==> src/rtl/sram_arb_pkg.sv <==
// Shared types and constants for the two-port SRAM arbiter.
// Covers the FSM state encoding, the port-select values and the tie-break helper.
package sram_arb_pkg;

  typedef enum logic [1:0] {
    ST_IDLE,
    ST_SETUP,
    ST_ACCESS,
    ST_END
  } state_e;

  localparam int   ACCESS_CYCLES_DEF = 2;
  localparam logic PORT_A            = 1'b0;
  localparam logic PORT_B            = 1'b1;

  // A lone requester always wins; on a tie the port that was not granted last wins.
  function automatic logic pick_port(input logic a_req, input logic b_req, input logic last_grant);
    if (a_req && !b_req) return PORT_A;
    if (b_req && !a_req) return PORT_B;
    return (last_grant == PORT_A) ? PORT_B : PORT_A;
  endfunction

endpackage

==> src/rtl/sram_arbiter_if.sv <==
// Bundles the two requester ports and the SRAM-side bus of the arbiter.
// The slave modport is the arbiter's view; master is the surrounding system.
interface sram_arbiter_if;

  logic        a_req;
  logic [20:0] a_addr;
  logic        a_we;
  logic [7:0]  a_wdata;
  logic        a_ack;
  logic [7:0]  a_rdata;

  logic        b_req;
  logic [20:0] b_addr;
  logic        b_we;
  logic [7:0]  b_wdata;
  logic        b_ack;
  logic [7:0]  b_rdata;

  logic [20:0] sram_addr;
  logic [7:0]  sram_dout;
  logic        sram_doe;
  logic [7:0]  sram_din;
  logic        sram_we_n;

  modport master (
    output a_req, a_addr, a_we, a_wdata,
    output b_req, b_addr, b_we, b_wdata,
    output sram_din,
    input  a_ack, a_rdata, b_ack, b_rdata,
    input  sram_addr, sram_dout, sram_doe, sram_we_n
  );

  modport slave (
    input  a_req, a_addr, a_we, a_wdata,
    input  b_req, b_addr, b_we, b_wdata,
    input  sram_din,
    output a_ack, a_rdata, b_ack, b_rdata,
    output sram_addr, sram_dout, sram_doe, sram_we_n
  );

endinterface

==> src/rtl/sram_arbiter.sv <==
// Two-port round-robin arbiter in front of an asynchronous SRAM.
// Each access runs IDLE -> SETUP -> ACCESS (ACCESS_CYCLES) -> END, one access at a time.
module sram_arbiter
  import sram_arb_pkg::*;
#(
  parameter int ACCESS_CYCLES = ACCESS_CYCLES_DEF
) (
  input  logic          sysclk,
  input  logic          rst_n,
  sram_arbiter_if.slave bus
);

  localparam logic [2:0] LAST_CNT = 3'(ACCESS_CYCLES - 1);

  state_e      state_q, state_d;
  logic [2:0]  cnt_q, cnt_d;
  logic        grant_q, grant_d;
  logic [20:0] addr_q;
  logic        we_q;
  logic [7:0]  wdata_q;
  logic [7:0]  a_rdata_q;
  logic [7:0]  b_rdata_q;

  logic start;
  logic last_access;

  assign start       = (state_q == ST_IDLE) && (bus.a_req || bus.b_req);
  assign last_access = (state_q == ST_ACCESS) && (cnt_q == LAST_CNT);

  always_ff @(posedge sysclk or negedge rst_n) begin
    if (!rst_n) begin
      state_q <= ST_IDLE;
      cnt_q   <= '0;
      grant_q <= PORT_B;
    end else begin
      state_q <= state_d;
      cnt_q   <= cnt_d;
      grant_q <= grant_d;
    end
  end

  always_comb begin
    state_d = state_q;
    cnt_d   = cnt_q;
    grant_d = grant_q;
    case (state_q)
      ST_IDLE: begin
        if (start) begin
          grant_d = pick_port(bus.a_req, bus.b_req, grant_q);
          state_d = ST_SETUP;
        end
      end
      ST_SETUP: begin
        cnt_d   = '0;
        state_d = ST_ACCESS;
      end
      ST_ACCESS: begin
        if (last_access) begin
          cnt_d   = '0;
          state_d = ST_END;
        end else begin
          cnt_d = cnt_q + 3'd1;
        end
      end
      ST_END: begin
        state_d = ST_IDLE;
      end
      default: begin
        state_d = ST_IDLE;
      end
    endcase
  end

  // Request fields are latched at grant so the requester may drop req mid-access.
  always_ff @(posedge sysclk or negedge rst_n) begin
    if (!rst_n) begin
      addr_q    <= '0;
      we_q      <= 1'b0;
      wdata_q   <= '0;
      a_rdata_q <= '0;
      b_rdata_q <= '0;
    end else begin
      if (start) begin
        if (grant_d == PORT_A) begin
          addr_q  <= bus.a_addr;
          we_q    <= bus.a_we;
          wdata_q <= bus.a_wdata;
        end else begin
          addr_q  <= bus.b_addr;
          we_q    <= bus.b_we;
          wdata_q <= bus.b_wdata;
        end
      end
      if (last_access && !we_q) begin
        if (grant_q == PORT_A) a_rdata_q <= bus.sram_din;
        else                   b_rdata_q <= bus.sram_din;
      end
    end
  end

  always_comb begin
    bus.sram_addr = addr_q;
    bus.sram_dout = wdata_q;
    bus.sram_doe  = we_q && (state_q != ST_IDLE);
    bus.sram_we_n = !(we_q && (state_q == ST_ACCESS));
    bus.a_ack     = (state_q == ST_END) && (grant_q == PORT_A);
    bus.b_ack     = (state_q == ST_END) && (grant_q == PORT_B);
    bus.a_rdata   = a_rdata_q;
    bus.b_rdata   = b_rdata_q;
  end

endmodule

==> src/flat_wrapper.sv <==
// flat-port wrapper written by rule: the top's interface ports become plain ports
module sram_arbiter_flat import sram_arb_pkg::*;
#(
  parameter int ACCESS_CYCLES = ACCESS_CYCLES_DEF
)
  (sysclk, rst_n, bus_a_req, bus_a_addr, bus_a_we, bus_a_wdata, bus_b_req, bus_b_addr, bus_b_we, bus_b_wdata, bus_sram_din, bus_a_ack, bus_a_rdata, bus_b_ack, bus_b_rdata, bus_sram_addr, bus_sram_dout, bus_sram_doe, bus_sram_we_n);
  sram_arbiter_if bus_i ();
  input  logic sysclk;
  input  logic rst_n;
  input wire logic [$bits(bus_i.a_req)-1:0] bus_a_req;
  input wire logic [$bits(bus_i.a_addr)-1:0] bus_a_addr;
  input wire logic [$bits(bus_i.a_we)-1:0] bus_a_we;
  input wire logic [$bits(bus_i.a_wdata)-1:0] bus_a_wdata;
  input wire logic [$bits(bus_i.b_req)-1:0] bus_b_req;
  input wire logic [$bits(bus_i.b_addr)-1:0] bus_b_addr;
  input wire logic [$bits(bus_i.b_we)-1:0] bus_b_we;
  input wire logic [$bits(bus_i.b_wdata)-1:0] bus_b_wdata;
  input wire logic [$bits(bus_i.sram_din)-1:0] bus_sram_din;
  output wire logic [$bits(bus_i.a_ack)-1:0] bus_a_ack;
  output wire logic [$bits(bus_i.a_rdata)-1:0] bus_a_rdata;
  output wire logic [$bits(bus_i.b_ack)-1:0] bus_b_ack;
  output wire logic [$bits(bus_i.b_rdata)-1:0] bus_b_rdata;
  output wire logic [$bits(bus_i.sram_addr)-1:0] bus_sram_addr;
  output wire logic [$bits(bus_i.sram_dout)-1:0] bus_sram_dout;
  output wire logic [$bits(bus_i.sram_doe)-1:0] bus_sram_doe;
  output wire logic [$bits(bus_i.sram_we_n)-1:0] bus_sram_we_n;
  assign bus_i.a_req = bus_a_req;
  assign bus_i.a_addr = bus_a_addr;
  assign bus_i.a_we = bus_a_we;
  assign bus_i.a_wdata = bus_a_wdata;
  assign bus_i.b_req = bus_b_req;
  assign bus_i.b_addr = bus_b_addr;
  assign bus_i.b_we = bus_b_we;
  assign bus_i.b_wdata = bus_b_wdata;
  assign bus_i.sram_din = bus_sram_din;
  assign bus_a_ack = bus_i.a_ack;
  assign bus_a_rdata = bus_i.a_rdata;
  assign bus_b_ack = bus_i.b_ack;
  assign bus_b_rdata = bus_i.b_rdata;
  assign bus_sram_addr = bus_i.sram_addr;
  assign bus_sram_dout = bus_i.sram_dout;
  assign bus_sram_doe = bus_i.sram_doe;
  assign bus_sram_we_n = bus_i.sram_we_n;
  sram_arbiter #(.ACCESS_CYCLES(ACCESS_CYCLES)) u_core (.sysclk(sysclk), .rst_n(rst_n), .bus(bus_i));
endmodule
==> config.mk <==
export PLATFORM = sky130hd
export DESIGN_NAME = sram_arbiter_flat
export DESIGN_NICKNAME = d
export VERILOG_FILES = /design/src/rtl/sram_arb_pkg.sv /design/src/rtl/sram_arbiter_if.sv /design/src/rtl/sram_arbiter.sv /design/src/flat_wrapper.sv
export SDC_FILE = /design/constraint.sdc
export NUM_CORES = 1
export LEC_CHECK = 0
export ABC_AREA = 1
export CAP_MARGIN = 20
export CORE_UTILIZATION = 38
export DETAILED_ROUTE_END_ITERATION = 12
export PLACE_DENSITY_LB_ADDON = 0.2
export SETUP_SLACK_MARGIN = 0.4
export SLEW_MARGIN = 20
export SYNTH_ARGS = -nofsm -noshare
export SYNTH_HDL_FRONTEND = slang
export SYNTH_SLANG_ARGS = --single-unit
export TNS_END_PERCENT = 100
==> constraint.sdc <==
create_clock -name sysclk -period 1.69 [get_ports sysclk]
set_clock_uncertainty 0.2 [all_clocks]
set_input_delay 0.4225 -clock sysclk [delete_from_list [all_inputs] [get_ports sysclk]]
set_output_delay 0.4225 -clock sysclk [all_outputs]
set_load 0.02 [all_outputs]
==> flow_summary.ini, run 1 <==
[synth]
ys_types = 16
ys_top_cells_by_area = dfrtp_1 (47%), nand2_1 (19%), nand3_1 (14%)
synth-xor-area-share_pct = 0.325
synth_nets = 454
synthAdderAreaFrac_pct = 2.78
ys_seq_area_share_pct = 48.3
avgSynthCellArea_um2 = 7.17
synthMuxAreaShare_pct = 0
ys_seq_elements = 52
syn_inst = 376
yosys.area.top_type_share_pct = 47.3
synth-simple-area-share_pct = 34.6
synth_compound_area_share_pct = 1.11
synth_top_area_cell = dfrtp_1
synth_top_family_by_area = simple AND/OR/NAND/NOR gates
ys.warnings.count = 0
syn-cell-area_um2 = 2700

[die]
num_rows = 30
core_area_um2 = 6830
dieArea_um2 = 7440
die_h_um = 86.3
initial_core_util_pct = 39.5
fp.dieW_um = 86.3
io_pins = 121

[worst_setup_path]
worstSetupEndpointType = output port
crit_chain = ha_2 -> inv_1 -> nor2_2 -> buf_4
cpPeakStageDelay_ns = 0.43
cp-start-kind = flip-flop
crit_type = flip-flop to output port
crit_buf_inv = 2
cp_slowest_cell = dfrtp_2
reg2reg_slack_ns = -0.12
cp.arrival_ns = 1.19
cp_top_family = flip-flops
crit_fanout = 4
critical_path_required_ns = 1.07

[cells_and_area]
design_area_um2 = 5540
finalNetCount = 638
area_growth_pct = 105
fin_cells = 657
fillers = 416
antenna_cells = 0
drive_above_1_share_pct = 42.2

[power]
p_per_area_nw_per_um2 = 1910
cellLeakagePower_uw = 0.00281
ir_drop_mv = 0.993
p_total_uw = 10600

[sta]
layout_min_cycle_time_ns = 1.82
worst_pin_slew_ns = 0.293
setup_ws_ns = -0.127
setup_viol = 41
fmax_ghz = 0.550
slew_viol_final = 0
hold_viol_final = 0
rsz0062_at_grt = true
relSlewSlack_pct = 80.4
hold_ws_ns = 0.308
finalCritPeriodShare_pct = 108

[cts]
clkLatencyLatePin_ns = 0.31
clkTransAtPathRegs_ns = 0.09
cts_tree = done
cts.sinks = 52
clock-root-buffer = clkbuf_8
numCtsBuffers = 5
cts_buffer_depth = 2
htree_levels = 2

[place]
pre_cts_ws_ns = -0.302
dpl_cell_area_um2 = 4240
dp.cells = 594
numPortBuffers = 120
dp_hpwl_um = 5110
gp_congestion = 0.761

[route]
drc = 0
wirelength_um = 9920
drt_first_iter_violations = 122
avgViaCountPerCell = 4.83
drtAntennaViolNets = 0
num_vias = 3172
drt-pass1-iter-count = 4
routedWlPerCell_um = 15.1

[grt]
gr-total-overflow = 0
grt_pass1_vias = 2843
grt_pass1_wl_um = 13300
antenna_found_initial = 0
grt_max_degree = 53
grt_usage_pct = 23.0

[status]
violations = setup timing
run_status = complete, but fails checks

[job]
maxCapViolations = 0

[worst_hold_path]
hp-class = flip-flop to flip-flop
==> cell usage after synthesis <==
library cell / number
dfrtp_1: 51
clkbuf_1: 7
o21ai_0: 4
buf_2: 9
inv_1: 71
buf_4: 1
nor2_2: 1
ha_1: 6
nand3_1: 77
inv_2: 1
nor2_1: 4
o21ai_1: 1
dfstp_2: 1
a21oi_1: 1
nand2_1: 140
xor2_1: 1
==> final timing paths <==
kind                                               from                       end  cells past startpoint
worst max-delay path                  u_core.state_q[1]                 bus_a_ack                      4
worst min-delay path            u_core.bus.sram_dout[4]   u_core.bus.sram_dout[4]                      2
worst max register to register        u_core.state_q[0]  u_core.bus.sram_addr[20]                     10
worst min register to register  u_core.bus.sram_dout[4]   u_core.bus.sram_dout[4]                      2
max in group asynchronous                         rst_n                 async pin                      3
min in group asynchronous                         rst_n     u_core.bus.b_rdata[2]                      3
==> cell usage in the layout, fill, tap and decap left out, types with 2 or more instances in the layout <==
master,instances
nand2_1,94
clkdlybuf4s50_1,68
inv_1,65
buf_6,56
dfrtp_1,50
buf_4,47
nand3_2,36
nand2_2,34
nand3_1,34
nand2_4,8
buf_12,8
nand3_4,7
clkbuf_8,7
buf_16,7
inv_2,5
nand2_8,4
o21ai_1,3
ha_1,3
clkbuf_16,3
nor2_4,2
nor2_1,2
ha_4,2
dlygate4sd2_1,2
buf_2,2
==> cell families after synthesis <==
| group | after synthesis |
|---|---|
| AOI/OAI and AO/OA | 6 |
| DFF | 52 |
| adders and majority gates | 6 |
| buffers and inverters | 89 |
| and+or+nand+nor | 222 |
| xor gates and xnor gates | 1 |
==> worst register-to-register path, delay by kind of cell, from the launching register on <==
kind          cells  cell delay, ns
buf+inv           4            0.52
fa+ha+maj         1            0.17
flops             1            0.42
simple gates      5            0.41
==> where the power goes <==
part           leakage (uW)  switching (uW)  internal [uW]
combinational       0.00214            3540           3730
clock             0.0000645             419            523
sequential         0.000614             500           1870
total               0.00281            4460           6130
==> cell type report <==
class	count	area, um^2	share of cell area (%)
multi-input combinational	235	1580	28.6
sequential	52	1300	23.5
clock buffer	7	96.3	1.74
inverter	72	278	5.01
timing repair buffer	194	2130	38.4
clock inverter	1	30.0	0.542
tap	96	120	2.17
==> per-layer routing <==
| metal | part of all wire, % | track usage [%] | vias up | wire (um) |
|---|---|---|---|---|
| met5 | 0 | 0 | - | 0 |
| met2 | 54 | 40.5 | 125 | 5320 |
| met4 | 2.2 | 7.73 | 0 | 221 |
| met3 | 6.2 | 5.71 | 21 | 618 |
| met1 | 38 | 27.6 | 1513 | 3760 |
| li1 | - | - | 1513 | - |
==> sequential cells by signal, summed over array words and instances (netlist names), named ones only <==
| register | count |
|---|---|
| u_core.bus.b_rdata | 8 |
| u_core.cnt_q | 3 |
| u_core.bus.sram_dout | 8 |
| u_core.bus.sram_addr | 21 |
| u_core.bus.a_rdata | 8 |
| u_core.we_q | 1 |
| u_core.state_q | 2 |
==> metrics by stage <==
step	util, %	TNS (ns)
2_1_floorplan	-	0
3_3_place_gp	62.1	-6.56
3_5_place_dp	62.1	-7.32
4_1_cts	73.7	-2.27
5_1_grt	81.1	-6.29
6_report	81.1	-2.79
==> what timing repair did <==
item | CTS | global route
pin swaps | 14 | 42
hold endpoints to repair | 51 | 0
endpoints found under the setup margin | 101 | 101
gates cloned | 7 | 3
setup buffers | 24 | 20
hold buffers | 1 | 0
gates resized for setup | 358 | 62
(Power assumes the default switching activity.)
==> run 2: changes to the inputs <==
Settings changed: SKIP_LAST_GASP from default to 1.
==> run 2 against run 1 <==
The flow still finishes with violations (setup timing); wire length fell by 2.9%; power fell by 1.7%; first-iteration DRC count fell by 9.0%; combinational power fell by 2%; critical path depth rose by 7; non-clock buffer count fell by 3; cell area fell by 0.77%; fmax fell by 0.12%; worst hold slack barely moved; sequential power barely moved; via count fell by 1.2%; largest cell class unchanged; highest routed layer unchanged.
==> flow_summary.ini, run 2 (synthesis results as in run 1) <==
[route]
drc = 0
drt_first_iter_violations = 111
avgViaCountPerCell = 4.79
drtAntennaViolNets = 0
num_vias = 3133
routedWlPerCell_um = 14.7
wirelength_um = 9640
drt-pass1-iter-count = 4

[grt]
grt_pass1_vias = 2814
grt_pass1_wl_um = 13100
grt_max_degree = 53
antenna_found_initial = 0
gr-total-overflow = 0
grt_usage_pct = 22.7

[sta]
slew_viol_final = 0
hold_viol_final = 0
fmax_ghz = 0.550
worst_pin_slew_ns = 0.291
setup_viol = 37
layout_min_cycle_time_ns = 1.82
finalCritPeriodShare_pct = 108
rsz0062_at_grt = true
setup_ws_ns = -0.130
relSlewSlack_pct = 80.6

[cells_and_area]
final_common_cell = nand2_1
fin_cells = 654
drive_above_1_share_pct = 41.6
mostFrequentLayoutCells = nand2_1 (106), clkdlybuf4s50_1 (68), inv_1 (66), buf_6 (56), dfrtp_1 (50)
finalNetCount = 635
antenna_cells = 0
area_growth_pct = 104
largest_reg_flops = 21
final_util_pct = 80.5

[worst_setup_path]
critical_path_required_ns = 1.74
timing.rr.end = u_core.bus.sram_addr[15]
crit_fanout = 6
cp.arrival_ns = 1.87
crit_type = flip-flop to flip-flop
reg2reg_slack_ns = -0.13
cp-start-kind = flip-flop
r2r_cells = 11
worstSetupEndpointType = flip-flop
r2r-start = u_core.state_q[0]

[die]
dieArea_um2 = 7440
io_pins = 121
core_area_um2 = 6830
die_h_um = 86.3
fp.dieW_um = 86.3
num_rows = 30
initial_core_util_pct = 39.5

[place]
gp_congestion = 0.761
numPortBuffers = 120
dp.cells = 594
dp_hpwl_um = 5110

[worst_hold_path]
min_delay_path_depth = 2
hp-class = flip-flop to flip-flop
holdPathEnd = u_core.bus.sram_addr[10]
hold_start = u_core.bus.sram_addr[10]

[power]
p_per_area_nw_per_um2 = 1890
cellLeakagePower_uw = 0.00282
ir_drop_mv = 0.980

[cts]
cts_buffer_depth = 2
numCtsBuffers = 5
clkLatencyLatePin_ns = 0.31
cts_tree = done
htree_levels = 2
clock-root-buffer = clkbuf_8
clkTransAtPathRegs_ns = 0.09
cts.sinks = 52

[status]
violations = setup timing
run_status = complete, but fails checks

[job]
maxCapViolations = 0
## run 2: layout make-up
cell class	instances	area, um^2
timing repair buffer	191	2090
multi-input combinational	235	1580
fill	427	1340
sequential	52	1300
inverter	72	273
tap	96	120
clock buffer	7	96.3
clock inverter	1	30.0
## run 2: worst max path at each step
stage / endpoint / startpoint / cells past startpoint
6_report: u_core.bus.sram_addr[15] / u_core.state_q[0] / 11
5_1_grt: u_core.bus.sram_addr[15] / u_core.state_q[0] / 11
4_1_cts: bus_a_ack / u_core.state_q[1] / 4
3_5_place_dp: bus_a_ack / u_core.state_q[1] / 4
3_3_place_gp: bus_a_ack / u_core.state_q[1] / 4
2_1_floorplan: u_core.bus.sram_addr[18] / u_core.state_q[1] / 9
## run 2: layer usage
metal / global-route usage (%) / part of all wire (%) / vias up
li1: - / - / 1501
met1: 27.2 / 38 / 1515
met2: 39.9 / 54 / 108
met3: 6.29 / 6.5 / 9
met4: 6.36 / 1.3 / 0
met5: 0 / 0 / -
## run 2: timing repair
action                                 4_1_cts  5_1_grt
endpoints found under the hold margin       51        0
buffers inserted                            24       17
cloned                                       7        3
hold buffers                                 1        0
gates resized for setup                    325       88
setup endpoints to repair                  101      101
pin swaps                                   11       47
## run 2: per-stage QoR
step | setup slack (ns) | instance area, um^2 | TNS [ns] | hold WS [ns] | power (uW)
after floorplan | 0.195 | 2830 | 0 | -0.0731 | 4870
after global placement | -0.280 | 4240 | -6.56 | 0.239 | 6820
after detailed placement | -0.302 | 4240 | -7.32 | 0.237 | 6930
after CTS | -0.127 | 4930 | -2.57 | 0.309 | 9290
after global routing | -0.207 | 5500 | -6.48 | 0.331 | 10900
final | -0.130 | 5500 | -2.77 | 0.308 | 10400
## run 2: where the power goes
part | leakage, uW | internal [uW] | switching, uW
clock | 0.0000645 | 523 | 424
sequential | 0.000614 | 1870 | 485
combinational | 0.00214 | 3630 | 3480
## run 2: critical path: stages, from the launching register on
cell and delay, ns:
dfrtp_1 0.41, inv_2 0.12, ha_4 0.17, buf_6 0.13, nand2_4 0.07, nand2_8 0.11, nand2_8 0.09, buf_6 0.13
buf_12 0.13, nand2_2 0.06, nand3_2 0.07, nand2_1 0.07
